==> config.mk <==
export PLATFORM = sky130hd
export DESIGN_NAME = block_encode_a20
export DESIGN_NICKNAME = d
export VERILOG_FILES = /design/src/rtl/block_code_a20_pkg.sv /design/src/rtl/block_encode_a20.sv
export SDC_FILE = /design/constraint.sdc
export NUM_CORES = 1
export LEC_CHECK = 0
export ABC_AREA = 0
export CORE_UTILIZATION = 56
export DETAILED_ROUTE_END_ITERATION = 7
export PLACE_DENSITY = 0.78
export SYNTH_ARGS = -nofsm -noshare
export SYNTH_HDL_FRONTEND = slang
export SYNTH_SLANG_ARGS = --single-unit
==> constraint.sdc <==
create_clock -name clk -period 2.6 [get_ports clk]
set_clock_uncertainty 0.05 [all_clocks]
set_input_delay 0.26 -clock clk [delete_from_list [all_inputs] [get_ports clk]]
set_output_delay 0.26 -clock clk [all_outputs]
set_load 0.02 [all_outputs]
==> src/rtl/block_code_a20_pkg.sv <==
// Shared definitions for the (20,A) block code: basis table, FSM states and
// the reference dot-product used by both the encoder and the decoder.
package block_code_a20_pkg;

  localparam int NUM_SYMBOLS = 20;
  localparam int MAX_A       = 13;

  typedef enum logic [1:0] {
    IDLE   = 2'd0,
    LOAD   = 2'd1,
    ENCODE = 2'd2,
    SEND   = 2'd3
  } code_state_t;

  // Row i holds M(i,0) in the MSB down to M(i,12) in the LSB.
  localparam logic [MAX_A-1:0] BASIS [NUM_SYMBOLS] = '{
    13'b1100000000110,
    13'b1110000001110,
    13'b1001001011111,
    13'b1011000010111,
    13'b1111000100111,
    13'b1100101110111,
    13'b1010101011111,
    13'b1001100110111,
    13'b1101100101111,
    13'b1011101001111,
    13'b1010011101111,
    13'b1110011010111,
    13'b1001010111111,
    13'b1101010101111,
    13'b1000110100101,
    13'b1100111101101,
    13'b1110111001011,
    13'b1001110010011,
    13'b1101111100000,
    13'b1000011000000
  };

  function automatic logic basis_bit(input int i, input int n);
    return BASIS[i][MAX_A-1-n];
  endfunction

  // info[n] carries a_n; bits at or above len do not contribute.
  function automatic logic [NUM_SYMBOLS-1:0] encode_block(input logic [MAX_A-1:0] info,
                                                          input logic [3:0]       len);
    logic [NUM_SYMBOLS-1:0] code;
    code = '0;
    for (int i = 0; i < NUM_SYMBOLS; i++) begin
      for (int n = 0; n < MAX_A; n++) begin
        if (n < int'(len)) begin
          code[i] = code[i] ^ (info[n] & basis_bit(i, n));
        end
      end
    end
    return code;
  endfunction

endpackage

==> src/rtl/block_encode_a20.sv <==
// (20,A) block encoder: collects A information bits serially, encodes them in
// one cycle and streams out 20 antipodal soft symbols.
module block_encode_a20 #(
  parameter int DATA_WIDTH  = 8,
  parameter int NUM_SYMBOLS = 20
) (
  input  logic                  clk,
  input  logic                  s_axis_aresetn,
  input  logic [3:0]            code_length,
  input  logic                  code_length_valid,
  input  logic                  s_axis_tdata,
  input  logic                  s_axis_tvalid,
  output logic                  s_axis_tready,
  input  logic                  s_axis_tlast,
  output logic [DATA_WIDTH-1:0] m_axis_tdata,
  output logic                  m_axis_tvalid,
  input  logic                  m_axis_tready,
  output logic                  m_axis_tlast,
  output logic                  frame_error
);

  import block_code_a20_pkg::*;

  localparam int IDX_W = $clog2(NUM_SYMBOLS);
  localparam logic [IDX_W-1:0] LAST_SYM = IDX_W'(NUM_SYMBOLS - 1);
  localparam logic [DATA_WIDTH-1:0] SYM_POS = DATA_WIDTH'((1 << (DATA_WIDTH - 1)) - 1);
  localparam logic [DATA_WIDTH-1:0] SYM_NEG = DATA_WIDTH'(0) - SYM_POS;

  code_state_t            state;
  logic [3:0]             a_len;
  logic [3:0]             bit_cnt;
  logic [MAX_A-1:0]       info_reg;
  logic [NUM_SYMBOLS-1:0] code_reg;
  logic [IDX_W-1:0]       sym_idx;
  logic [NUM_SYMBOLS-1:0] codeword;
  logic [IDX_W-1:0]       next_idx;
  logic                   length_ok;
  logic                   final_bit;

  function automatic logic [DATA_WIDTH-1:0] map_symbol(input logic b);
    return b ? SYM_NEG : SYM_POS;
  endfunction

  assign codeword  = encode_block(info_reg, a_len);
  assign next_idx  = sym_idx + IDX_W'(1);
  assign length_ok = (code_length >= 4'd1) && (code_length <= 4'(MAX_A));
  assign final_bit = (bit_cnt == (a_len - 4'd1));

  always_ff @(posedge clk or negedge s_axis_aresetn) begin
    if (!s_axis_aresetn) begin
      state         <= IDLE;
      a_len         <= '0;
      bit_cnt       <= '0;
      info_reg      <= '0;
      code_reg      <= '0;
      sym_idx       <= '0;
      s_axis_tready <= 1'b0;
      m_axis_tdata  <= '0;
      m_axis_tvalid <= 1'b0;
      m_axis_tlast  <= 1'b0;
      frame_error   <= 1'b0;
    end else begin
      frame_error <= 1'b0;
      case (state)
        IDLE: begin
          if (code_length_valid && length_ok) begin
            a_len         <= code_length;
            info_reg      <= '0;
            bit_cnt       <= '0;
            s_axis_tready <= 1'b1;
            state         <= LOAD;
          end
        end

        LOAD: begin
          if (s_axis_tvalid) begin
            info_reg[bit_cnt] <= s_axis_tdata;
            bit_cnt           <= bit_cnt + 4'd1;
            // Early tlast leaves the remaining bits at their cleared value of 0.
            if (final_bit) begin
              frame_error   <= ~s_axis_tlast;
              s_axis_tready <= 1'b0;
              state         <= ENCODE;
            end else if (s_axis_tlast) begin
              frame_error   <= 1'b1;
              s_axis_tready <= 1'b0;
              state         <= ENCODE;
            end
          end
        end

        ENCODE: begin
          code_reg      <= codeword;
          sym_idx       <= '0;
          m_axis_tdata  <= map_symbol(codeword[0]);
          m_axis_tvalid <= 1'b1;
          m_axis_tlast  <= (LAST_SYM == '0);
          state         <= SEND;
        end

        SEND: begin
          if (m_axis_tready) begin
            if (sym_idx == LAST_SYM) begin
              m_axis_tvalid <= 1'b0;
              m_axis_tlast  <= 1'b0;
              state         <= IDLE;
            end else begin
              sym_idx      <= next_idx;
              m_axis_tdata <= map_symbol(code_reg[next_idx]);
              m_axis_tlast <= (next_idx == LAST_SYM);
            end
          end
        end

        default: state <= IDLE;
      endcase
    end
  end

endmodule

==> Word level (Yosys, flattened, before mapping) <==
Cells that the tools add are included.
{ "totals": {"ram_bits": 0, "inputBits": 11, "output_inout_bits": 12, "latchBits": 0, "elab_cells": 320, "mem_bits_ro": 0, "register_bits": 60, "mem_count": 0} }
{ "classes": {"div_mod_pow": 0, "multipliers": 0, "shift": 0, "n_addsub": 3, "eq_ne": 12, "bitwise": 111, "muxes": 152, "n_lt_le_gt_ge": 18, "reduce_logical": 13} }
{ "op_table": {"columns": ["op", "n"], "rows": [
  ["two-way mux 1 bit", 125],
  ["XOR 1 bit", 110],
  ["two-way mux 8 bit", 4],
  ["two-way mux 13 bit", 2],
  ["one-hot mux 13 bit (2 select lines)", 1],
  ["less-than comparator 4 bit (first input constant)", 5],
  ["less-than comparator 3 x 4 -> 1 bit (first input constant)", 4],
  ["one-hot mux 8 bit (2 select lines)", 1],
  ["bitwise mux 13 bit", 1],
  ["two-way mux 2 bit", 6],
  ["== test 5 bit (second input constant)", 2],
  ["two-way mux 5 bit", 2],
  ["inequality test 2 bit (second input constant)", 5],
  ["one-hot mux 5 bit (2 select lines)", 1],
  ["AND reduction 3 bit", 3],
  [">= comparator 4 x 1 -> 1 bit (second input constant)", 2],
  ["less-than comparator 1 x 4 -> 1 bit (first input constant)", 2],
  ["less-than comparator 2 x 4 -> 1 bit (first input constant)", 2],
  ["two-way mux 4 bit", 2],
  ["one-hot mux 2 bit (4 select lines)", 1],
  ["one-hot mux 4 bit (2 select lines)", 1],
  ["less-than comparator 5 x 6 -> 1 bit (second input constant)", 1],
  ["one-hot mux 1 bit (2 select lines)", 3],
  ["adder 5 x 1 -> 5 bit (second input constant)", 1],
  ["17 further kinds", 22]
]} }

==> Logic depth before layout (Yosys ltp) <==
Gate-level depths: netlist of the first run.
{ "depth": {"depth_word": 18, "depth_mapped": 12, "mapped_depth_nobuf": 10} }

==> Worst setup path after synthesis of the first run <==
Ideal clock, no wire load.
{ "synth_timing": {"kind": "flip-flop to flip-flop", "from": "reg sym_idx[0]", "to": "reg m_axis_tdata[7]", "synth_period_minus_slack_ps": 2505, "path_buffers": 2, "stages_incl_launch_ff": 11, "setup_slack_ps": 95, "arrival_time_ps": 2336, "setup_ps": 119, "path_cell_list": "dfrtp_1 buf_2 inv_1 ha_1 buf_1 mux4_2 nor2_1 o2111ai_1 o311ai_1 o211ai_1 o21a_1"} }
{ "synth_via": {"elab_chain_len": 7, "word_cells_on_any_way": 10} }
{ "synth_rtl": {"columns": ["item", "line_no", "source"], "rows": [
  ["start, declared", "block_encode_a20.sv:34", "logic [IDX_W-1:0] sym_idx;"],
  ["start signal, assigned", "block_encode_a20.sv:108", "sym_idx <= next_idx;"],
  ["adder 5 x 1 -> 5 bit", "block_encode_a20.sv:45", "assign next_idx = sym_idx + IDX_W'(1);"],
  ["binary-select mux 1 bit (select 5 bit)", "block_encode_a20.sv:109", "m_axis_tdata <= map_symbol(code_reg[next_idx]);"],
  ["two-way mux 1 bit (implied by the code)", "block_encode_a20.sv:109", null],
  ["two-way mux 8 bit", "block_encode_a20.sv:41", "return b ? SYM_NEG : SYM_POS;"],
  ["two-way mux 8 bit", "block_encode_a20.sv:103", "if (sym_idx == LAST_SYM) begin"],
  ["two-way mux 8 bit", "block_encode_a20.sv:102", "if (m_axis_tready) begin"],
  ["one-hot mux 8 bit (2 select lines)", "block_encode_a20.sv:64", "case (state)"],
  ["end signal, assigned", "block_encode_a20.sv:95", "m_axis_tdata <= map_symbol(codeword[0]);"],
  ["end signal, assigned", "block_encode_a20.sv:109", null],
  ["end, declared", "block_encode_a20.sv:15", "output logic [DATA_WIDTH-1:0] m_axis_tdata,"]
]} }
Several ways; a longest one is shown, not always the timed one. The select of a mux whose other input is x is not followed.
A chain may end at the register's enable or synchronous reset.

==> Worst setup path after layout of the first run <==
{ "layout_timing": {"from": "reg a_len[1]", "to": "reg code_reg[11]"} }
{ "layout_via": {"elab_chain_len": 18, "word_cells_on_any_way": 26} }
{ "layout_rtl": {"columns": ["item", "line_no", "source"], "rows": [
  ["start, declared", "block_encode_a20.sv:30", "logic [3:0] a_len;"],
  ["start signal, assigned", "block_encode_a20.sv:67", "a_len <= code_length;"],
  ["less-than comparator 1 x 4 -> 1 bit", "block_code_a20_pkg.sv:50", "if (n < int'(len)) begin"],
  ["two-way mux 1 bit", "block_code_a20_pkg.sv:50", null],
  ["XOR 1 bit", "block_code_a20_pkg.sv:51", "code[i] = code[i] ^ (info[n] & basis_bit(i, n));"],
  ["two-way mux 1 bit", "block_code_a20_pkg.sv:50", null],
  ["XOR 1 bit", "block_code_a20_pkg.sv:51", null],
  ["two-way mux 1 bit", "block_code_a20_pkg.sv:50", null],
  ["XOR 1 bit", "block_code_a20_pkg.sv:51", null],
  ["two-way mux 1 bit", "block_code_a20_pkg.sv:50", null],
  ["(+2 left out)", null, null],
  ["XOR 1 bit", "block_code_a20_pkg.sv:51", null],
  ["two-way mux 1 bit", "block_code_a20_pkg.sv:50", null],
  ["XOR 1 bit", "block_code_a20_pkg.sv:51", null],
  ["two-way mux 1 bit", "block_code_a20_pkg.sv:50", null],
  ["XOR 1 bit", "block_code_a20_pkg.sv:51", null],
  ["two-way mux 1 bit", "block_code_a20_pkg.sv:50", null],
  ["XOR 1 bit", "block_code_a20_pkg.sv:51", null],
  ["two-way mux 1 bit (*)", "block_code_a20_pkg.sv:50", null],
  ["end signal, assigned", "block_encode_a20.sv:93", "code_reg <= codeword;"],
  ["end, declared", "block_encode_a20.sv:33", "logic [NUM_SYMBOLS-1:0] code_reg;"]
]} }
Mark *: on every way between the ends. The rest lies on a longest branch, timed or not.

==> summary.md, run 1 <==
| Metric | Value |
|---|---|
| Outcome | `complete, no violations` |
| Via count | `4,092` |
| Asr flop ratio synth | `100%` |
| Least-Margin Pin Slew | `937 ps` |
| Largest net degree at the start of global routing | `56` |
| FMAX | `0.392 GHz` |
| IO Pins | `23` |
| RePlAce Congestion | `1.01` |
| Die outline area | `0.00866 mm^2` |
| Worst-path clk slew | `100 ps` |
| Chip Width | `93.1 um` |
| Finished Cell Area | `0.00515 mm^2` |
| Synthesis-to-layout area growth | `10.8%` |
| Main flop type after synthesis | `dfrtp_1` |
| CP Launch Point | `a_len[1]` |
| Core area | `0.00789 mm^2` |
| Ranking of synthesized cells by area | `dfrtp_1, nand3_1, ha_1` |
| Post-DP HPWL | `9200 um` |
| Hold Vio Cnt, Final | `0` |
| PD cells | `1210 mW/mm^2` |
| Crit. End Element | `flip-flop` |
| Critical Setup Path Class | `reg -> reg` |
| Setup TNS | `0 ps` |
| Starting Density | `58.9%` |
| Clock tree buffer depth | `2` |
| Fin. max-slew vios | `0` |
| Post-CTS Setup Bufs | `0` |
| Synth cell types | `80` |
| Yosys warnings | `0` |
| Worst slew margin | `37.3%` |
| Post-route minimum period | `2550 ps` |
| H-tree levels | `2` |
| Die height | `93.1 um` |
| Pleak | `0.00223 uW` |
| Crit path cell chain | `buf_4 > ha_1 > buf_4 > o211a_1 > a2111oi_0 > buf_4 > nor3_1 > a311o_1` |
| Setup crit start kind | `flip-flop` |
| Yosys reg bits | `55` |
| CP required | `2750 ps` |
| Overflow after GRT | `0` |
| Antenna cells | `0` |
| CP max FO | `18` |
| DRC | `0` |
| Max reg flops | `20` |
| Fraction of layout cells with a size suffix above 1 | `14.3%` |
| Nets | `570` |
| Post-place instance area | `0.00503 mm^2` |
| Max_cap viols | `0` |
| Most used cell, CP | `buf_4` |
| Syn Area/Cell | `8.80 um^2` |
| Antenna viol nets, final | `0` |
| Number of buffers created by CTS | `5` |
| Cells after Synth | `528` |
| Reg2reg start | `a_len[1]` |
| CTS root buffer | `clkbuf_8` |
| Port Buffer Count | `22` |
| Peak supply drop | `0.730 mV` |
| WP data arrival | `2700 ps` |
| Vias in the first global route | `3,804` |
| Area share of the largest cell type after synthesis | `29.6%` |
| Via density | `6.32` |
| TritonCTS clock tree | `done` |
| Post-synth top area cell | `dfrtp_1` |
| Syn Nets | `553` |
| # rows | `32` |
| First-pass GRT wire length | `19,800 um` |
| Routed WL | `12,100 um` |
| DRT Pass-1 Iters | `5` |
| Initial antenna violation count | `0` |
| Layout fillers | `659` |
| Total track usage | `29.4%` |
| RSZ-0062 raised after global routing | `false` |
| Clock latency on the worst-skew pair | `310 ps` |
| Sequential area share after synthesis | `29.6%` |
| DRT iter0 DRCs | `302` |
| Part of the cycle the worst path needs | `98.1%` |
| Max stage delay on crit path | `500 ps` |
| Clock sinks | `55` |
| Post-synth EDFFs | `0` |
| Cell Area, Synth | `0.00465 mm^2` |
| Critical path's slowest cell | `a2111oi_0` |
| Worst hold path class | `in -> async` |
| Avg WL per Cell | `18.7 um` |
| Final setup fails | `0` |
[final timing paths]
kind | to | slack, ps | depth (start not counted)
worst min-delay path | code_reg[11] | 20 | 2
worst min register to register | m_axis_tdata[0] | 440 | 1
worst max-delay path | code_reg[11] | 50 | 8
worst max register to register | code_reg[11] | 50 | 8
min in group clk | m_axis_tdata[0] | 440 | 1
max in group asynchronous | info_reg[0] | 2010 | 2
[metrics by stage]
stage | util (%) | instances | power, uW | hold WS, ps | worst slack, ps
3_5_place_dp | 63.7 | 640 | 5610 | 389 | 19.9
4_1_cts | 65.1 | 647 | 6220 | 51.5 | 71.0
5_1_grt | 65.2 | 647 | 6700 | 69.4 | 0.964
2_1_floorplan | - | 528 | 4520 | -85.6 | 95.3
3_3_place_gp | 63.7 | 640 | 5490 | 383 | 50.4
6_report | 65.2 | 647 | 6250 | 20.9 | 49.3
[cells in the final DEF, fill, tap and decap left out, types with 8 or more instances in the layout]
cell type | netlist | routed
nor2b_1 | 10 | 10
nand2b_1 | 11 | 10
nor2_1 | 35 | 35
xor2_1 | 19 | 18
o21ai_0 | 22 | 22
buf_4 | 7 | 28
o21ai_1 | 9 | 9
nor3_1 | 8 | 8
a21oi_1 | 26 | 26
inv_1 | 18 | 18
nand2_1 | 44 | 44
mux2i_1 | 12 | 12
mux2_2 | 11 | 11
xnor2_1 | 16 | 16
ha_1 | 14 | 13
dfrtp_1 | 55 | 55
clkdlybuf4s50_1 | 0 | 21
nand3_1 | 36 | 36
[worst max-delay path, delay by kind of cell, from the launching register on]
kind / cells / cell delay (ps)
AOI/OAI and AO/OA: 3 / 1080
and+or+nand+nor: 1 / 50
DFF: 1 / 390
buffers and inverters: 3 / 600
adders and majority gates: 1 / 270
[cells in the mapped netlist, drive strengths merged (5+ instances only)]
cell type	n
mux2	12
o21ai	32
dfrtp	55
nand3	36
and3	5
buf	30
xor2	19
nor3	9
xnor2	17
inv	22
nand2b	11
a21oi	26
o211ai	7
o21a	7
ha	14
nand2	44
o31ai	8
mux2i	12
xnor3	7
a211oi	8
nor2	36
nor2b	10
mux4	5
or3	5
clkbuf	12
nand4	6
[layout make-up]
class / count / area (um^2) / area share (%)
multi-input combinational: 409 / 2990 / 58.1
sequential: 55 / 1380 / 26.7
timing repair buffer: 52 / 465 / 9.04
tap: 102 / 128 / 2.48
inverter: 22 / 82.6 / 1.60
clock buffer: 5 / 68.8 / 1.34
clock inverter: 2 / 37.5 / 0.729
[metal layers]
| layer | up-vias | part of all wire, % | global-route usage, % |
|---|---|---|---|
| li1 | 1939 | - | - |
| met1 | 1969 | 43 | 40.8 |
| met2 | 149 | 48 | 47.7 |
| met3 | 35 | 5.9 | 3.17 |
| met4 | 0 | 3.1 | 10.4 |
| met5 | - | 0 | 0 |
[kinds of logic (layout without fill, tap and decap cells)]
family,Yosys count,in the layout,share of synthesized area (%)
XOR/XNOR,43,43,10.3
AO/OA/AOI/OAI,138,138,21.6
adder cells (fa/ha/maj),16,16,4.23
AND/OR/NAND/NOR,183,183,20.0
flip-flops,55,55,29.6
multiplexers,29,29,7.92
buffers and inverters,64,81,6.33
[timing repair]
item | 4_1_cts | 5_1_grt
endpoints found under the setup margin | 1 | 2
hold buffers | 0 | 0
resized for setup | 1 | 2
[power breakdown]
group          total (uW)  internal [uW]  switching (uW)  leakage [uW]
sequential           1540           1170             369      0.000698
clock                 566            282             284     0.0000502
combinational        4150           1910            2240       0.00148
Note: power is estimated with default switching activity, not from simulation.
==> run 2: changes to the inputs <==
--- a/config.mk
+++ b/config.mk
@@ -8,7 +8,8 @@
 export ABC_AREA = 0
 export CORE_UTILIZATION = 56
 export DETAILED_ROUTE_END_ITERATION = 7
-export PLACE_DENSITY = 0.78
+export MAX_ROUTING_LAYER = met4
+export PLACE_DENSITY = 0.77
 export SYNTH_ARGS = -nofsm -noshare
 export SYNTH_HDL_FRONTEND = slang
 export SYNTH_SLANG_ARGS = --single-unit
==> run 2 against run 1 <==
Against the previous run:
- the flow now finishes with violations (hold timing)
- sequential cell count unchanged
- register-to-register slack better by 40 ps
- combinational power shrank 1%
- maximum frequency rose by 1.5%
- routed wire length shrank 0.97%
- final cell count stayed put
- critical path depth up 1
- worst setup slack better by 38 ps
- hold slack worse by 39 ps
- critical path type unchanged
- critical endpoint is now code_reg[6]
==> summary.md, run 2 (synthesis gave the netlist of run 1 again) <==
| Metric | Value |
|---|---|
| Outcome | `finished with violations` |
| Failing checks | `hold timing` |
| PD cells | `1200 mW/mm^2` |
| Fin. max-slew vios | `0` |
| Internal reg-to-reg setup slack | `90 ps` |
| Setup crit start kind | `flip-flop` |
| Crit path cell chain | `buf_4 > ha_1 > buf_4 > maj3_1 > o221ai_1 > buf_4 > xor2_1 > nor4_1 > a211o_1` |
| Avg WL per Cell | `18.6 um` |
| CP max FO | `18` |
| Max_cap viols | `0` |
| Chip Width | `93.1 um` |
| CTS root buffer | `clkbuf_8` |
| Via count | `4,041` |
| Worst hold path class | `in -> async` |
| RePlAce Congestion | `1.01` |
| Comb pwr share | `66.7%` |
| Reg power frac | `24.9%` |
| Clock sinks | `55` |
| First-pass GRT wire length | `19,900 um` |
| TritonCTS clock tree | `done` |
| WP data arrival | `2670 ps` |
| Register area | `0.00138 mm^2` |
| Final Util | `65.0%` |
| Antenna viol nets, final | `0` |
| CP Launch Point | `a_len[1]` |
| Number of buffers created by CTS | `5` |
| DRT iter0 DRCs | `385` |
| Vias in the first global route | `3,893` |
| Buf/Inv on CP | `3` |
| H-tree levels | `2` |
| Pleak | `0.00221 uW` |
| Part of the cycle the worst path needs | `96.6%` |
| Internal power | `3220 uW` |
| CP required | `2760 ps` |
| Worst slew margin | `41.4%` |
| Peak supply drop | `0.636 mV` |
| Fraction of layout cells with a size suffix above 1 | `14.9%` |
| Layout fillers | `648` |
| DRC | `0` |
| Die height | `93.1 um` |
| Commonest non-fill, non-tap cell in the layout | `dfrtp_1` |
| DRT Pass-1 Iters | `5` |
| Multi-input logic area | `0.00300 mm^2` |
| Post-route minimum period | `2510 ps` |
| Total track usage | `30.3%` |
| IO Pins | `23` |
| Max stage delay on crit path | `390 ps` |
| Antenna cells | `0` |
| Worst-path clk slew | `110 ps` |
| Number of stages on the worst setup path | `9` |
| Crit. End Element | `flip-flop` |
| Critical Setup Path Class | `reg -> reg` |
| Hold Vio Cnt, Final | `7` |
| Pre-CTS WS | `-203 ps` |
| Setup crit end | `code_reg[6]` |
| Most used cell, CP | `buf_4` |
| CTS Hold Bufs | `0` |
| Reg2reg start | `a_len[1]` |
| RR Endpoint | `code_reg[6]` |
| Net switching power | `2920 uW` |
| Post-DP HPWL | `9050 um` |
| Via density | `6.25` |
| FF-to-FF path depth | `9` |
| FMAX | `0.398 GHz` |
| Starting Density | `58.9%` |
| Nets | `569` |
| Port Buffer Count | `22` |
| Synthesis-to-layout area growth | `10.4%` |
| Least-Margin Pin Slew | `879 ps` |
| Overflow after GRT | `0` |
| # rows | `32` |
| Initial antenna violation count | `0` |
| Hold slack | `-17.7 ps` |
| Setup WS post-layout | `87.5 ps` |
| Sw Share | `47.6%` |
| Core area | `0.00789 mm^2` |
| Largest net degree at the start of global routing | `38` |
| Final setup fails | `0` |
| Routed WL | `12,000 um` |
| Most frequent cells in the layout | `dfrtp_1, nand2_1, nand3_1` |
| Critical path's slowest cell | `dfrtp_1` |
| Clock latency on the worst-skew pair | `320 ps` |
| Max reg flops | `20` |
| Die outline area | `0.00866 mm^2` |
| Clock tree buffer depth | `2` |
| Clk pwr share | `8.4%` |
| Power Total | `6140 uW` |
| Largest delay share family, worst path | `adder cells` |
-- run 2: repair_timing --
action | in CTS | in global routing
endpoints found under the setup margin | 1 | 15
buffers inserted | 0 | 0
gates resized for setup | 2 | 5
-- run 2: worst reg2reg max path: stages, from the launching register on --
cell	delay (ps)
dfrtp_1	390
buf_4	200
ha_1	250
buf_4	200
maj3_1	340
o221ai_1	180
buf_4	170
xor2_1	270
nor4_1	80
a211o_1	290
-- run 2: cell type report --
class	count	area share [%]
inverters	22	1.61
clock inverters	3	0.464
clock buffers	5	1.34
well taps	102	2.49
multi-input cells	409	58.6
flip-flops and latches	55	26.8
repair buffers	51	8.69
-- run 2: worst min-delay path by stage --
stage	from	endpoint	slack [ps]	cells past startpoint
6_report	s_axis_aresetn	code_reg[9]	-20	1
3_3_place_gp	s_axis_aresetn	code_reg[9]	360	1
2_1_floorplan	s_axis_aresetn	a_len[0]	-90	0
3_5_place_dp	s_axis_aresetn	code_reg[9]	380	1
5_1_grt	s_axis_aresetn	code_reg[9]	40	1
4_1_cts	s_axis_aresetn	code_reg[9]	30	1
-- run 2: power groups by stage --
stage | registers [uW] | logic (uW) | clock network (uW)
6_report | 1530 | 4090 | 515
5_1_grt | 1570 | 4480 | 567
4_1_cts | 1530 | 4040 | 525
3_5_place_dp | 1540 | 4010 | 0
3_3_place_gp | 1510 | 3910 | 0
2_1_floorplan | 1400 | 3130 | 0
-- run 2: per-stage QoR --
stage	instances	TNS, ps	cell area, um^2	hold slack, ps
floorplan	528	0	4650	-85.6
global placement	639	-160	5010	364
detailed placement	639	-203	5010	383
CTS	647	0	5110	32.9
global route	647	-48.9	5130	37.8
finish	647	0	5130	-17.7
-- run 2: metal layers --
metal / up-vias / wire (um) / global-route usage, % / share of wire [%]
met3: 24 / 539 / 3.90 / 4.5
met1: 1952 / 5340 / 40.4 / 45
met4: 0 / 296 / 9.62 / 2.5
met2: 129 / 5830 / 48.2 / 49
li1: 1936 / - / - / -
met5: - / 0 / - / 0
==> run 3: changes to the inputs <==
--- a/config.mk
+++ b/config.mk
@@ -7,9 +7,11 @@
 export LEC_CHECK = 0
 export ABC_AREA = 0
 export CORE_UTILIZATION = 56
+export CTS_CLUSTER_DIAMETER = 150
 export DETAILED_ROUTE_END_ITERATION = 7
 export MAX_ROUTING_LAYER = met4
 export PLACE_DENSITY = 0.77
+export SETUP_SLACK_MARGIN = 0.02
 export SYNTH_ARGS = -nofsm -noshare
 export SYNTH_HDL_FRONTEND = slang
 export SYNTH_SLANG_ARGS = --single-unit
==> run 3 against run 2 <==
Against the previous run:
- sequential cell count unchanged
- global-route usage is the same
- routed wire length increased by 0.12%
- worst setup slack gained 14 ps
- count of clock-buffer cells in the layout stayed put
- highest routed layer unchanged
- the flow still finishes with violations (hold timing)
- maximum frequency up 0.58%
- combinational power about the same
- via count grew 0.69%
- die area did not move
- sequential share of layout area hardly changed
- sequential power is essentially flat
==> summary.md, run 3 (synthesis gave the netlist of run 1 again) <==
| Metric | Value |
|---|---|
| Number of buffers created by CTS | `5` |
| Worst slew margin | `42.0%` |
| Worst hold path class | `in -> async` |
| Internal reg-to-reg setup slack | `100 ps` |
| Setup crit start kind | `flip-flop` |
| Max reg flops | `20` |
| Via density | `6.29` |
| Worst-path clk slew | `120 ps` |
| Pre-CTS WS | `-203 ps` |
| Overflow after GRT | `0` |
| TritonCTS clock tree | `done` |
| Avg WL per Cell | `18.6 um` |
| Core area | `0.00789 mm^2` |
| DRT Pass-1 Iters | `5` |
| CTS root buffer | `clkbuf_8` |
| RSZ-0062 raised after global routing | `false` |
| Starting Density | `58.9%` |
| Post-place instance area | `0.00501 mm^2` |
| Final setup fails | `0` |
| RePlAce Congestion | `1.01` |
| Outcome | `finished with violations` |
| Antenna cells | `0` |
| RR Endpoint | `code_reg[6]` |
| Post-DP HPWL | `9050 um` |
| Hold Vio Cnt, Final | `7` |
| Die height | `93.1 um` |
| Peak supply drop | `0.634 mV` |
| Vias in the first global route | `3,893` |
| CTS Hold Bufs | `0` |
| Post-route minimum period | `2500 ps` |
| Die outline area | `0.00866 mm^2` |
| Setup WS post-layout | `102 ps` |
| Fin. max-slew vios | `0` |
| Least-Margin Pin Slew | `871 ps` |
| Clock latency on the worst-skew pair | `320 ps` |
| Antenna viol nets, final | `0` |
| Post-CTS Setup Bufs | `0` |
| DRT iter0 DRCs | `340` |
| Critical Setup Path Class | `reg -> reg` |
| Max_cap viols | `0` |
| Routed WL | `12,000 um` |
| # rows | `32` |
| Clock tree buffer depth | `2` |
| Reg2reg start | `a_len[1]` |
| Initial antenna violation count | `0` |
| FMAX | `0.400 GHz` |
| WP data arrival | `2660 ps` |
| IO Pins | `23` |
| Part of the cycle the worst path needs | `96.1%` |
| Power Total | `6140 uW` |
| Failing checks | `hold timing` |
| Layout fillers | `647` |
| Clock sinks | `55` |
| Crit. End Element | `flip-flop` |
| Total track usage | `30.3%` |
| Nets | `569` |
| Via count | `4,069` |
| Final Util | `65.1%` |
| Commonest non-fill, non-tap cell in the layout | `dfrtp_1` |
| Largest net degree at the start of global routing | `38` |
| CP required | `2760 ps` |
| Chip Width | `93.1 um` |
| H-tree levels | `2` |
| Port Buffer Count | `22` |
| First-pass GRT wire length | `19,900 um` |
| Pleak | `0.00221 uW` |
| Most frequent cells in the layout | `dfrtp_1, nand2_1, nand3_1` |
| PD cells | `1200 mW/mm^2` |
| Hold slack | `-24.0 ps` |
| Finished Cell Area | `0.00513 mm^2` |
| DRC | `0` |
| FF-to-FF path depth | `9` |
| # resized after CTS | `2` |
| Synthesis-to-layout area growth | `10.5%` |
| CP max FO | `18` |
| Fraction of layout cells with a size suffix above 1 | `15.0%` |
run 3: cell counts in the layout (fill, tap and decap cells not counted):
No cell type changed its count.
run 3: worst max-delay path by stage:
| stage | slack (ps) | cells after the start | start | to |
|---|---|---|---|---|
| global placement | -160 | 8 | a_len[1] | code_reg[11] |
| floorplan | 100 | 10 | sym_idx[0] | m_axis_tdata[7] |
| global route | 7 | 8 | a_len[1] | code_reg[6] |
| finish | 100 | 9 | a_len[1] | code_reg[6] |
| CTS | 10 | 8 | a_len[0] | code_reg[6] |
| detailed placement | -200 | 8 | a_len[1] | code_reg[11] |
run 3: cell type report:
cell class / instances / area (um^2) / area share, %
Sequential cell: 55 / 1380 / 26.8
Clock buffer: 5 / 68.8 / 1.34
Multi-Input combinational cell: 409 / 3010 / 58.6
Clock inverter: 3 / 23.8 / 0.463
Inverter: 22 / 82.6 / 1.61
Tap cell: 102 / 128 / 2.49
Timing Repair Buffer: 51 / 445 / 8.68
run 3: routing by layer:
metal | global-route usage (%) | vias up | wire length (um) | share of wire (%)
met3 | 3.90 | 27 | 618 | 5.1
met2 | 48.2 | 146 | 5840 | 49
met5 | - | - | 0 | 0
met4 | 9.62 | 0 | 307 | 2.6
li1 | - | 1938 | - | -
met1 | 40.4 | 1958 | 5260 | 44
run 3: critical path, cell delays in order, from the launching register on:
cell      delay [ps]
dfrtp_1          390
buf_4            200
ha_1             250
buf_4            200
maj3_1           330
o221ai_1         180
buf_4            180
xor2_1           250
nor4_1            70
a211o_1          280
run 3: through the flow:
step	TNS, ps	hold slack (ps)	std cells
after floorplan	0	-85.6	528
after global placement	-160	364	639
after detailed placement	-203	383	639
after CTS	0	32.9	647
after global routing	0	37.8	647
final	0	-24.0	647
run 3: where the power goes:
group | internal (uW) | switching, uW | total (uW)
registers | 1170 | 361 | 1530
clock network | 196 | 318 | 514
logic | 1850 | 2240 | 4090
total | 3220 | 2920 | 6140
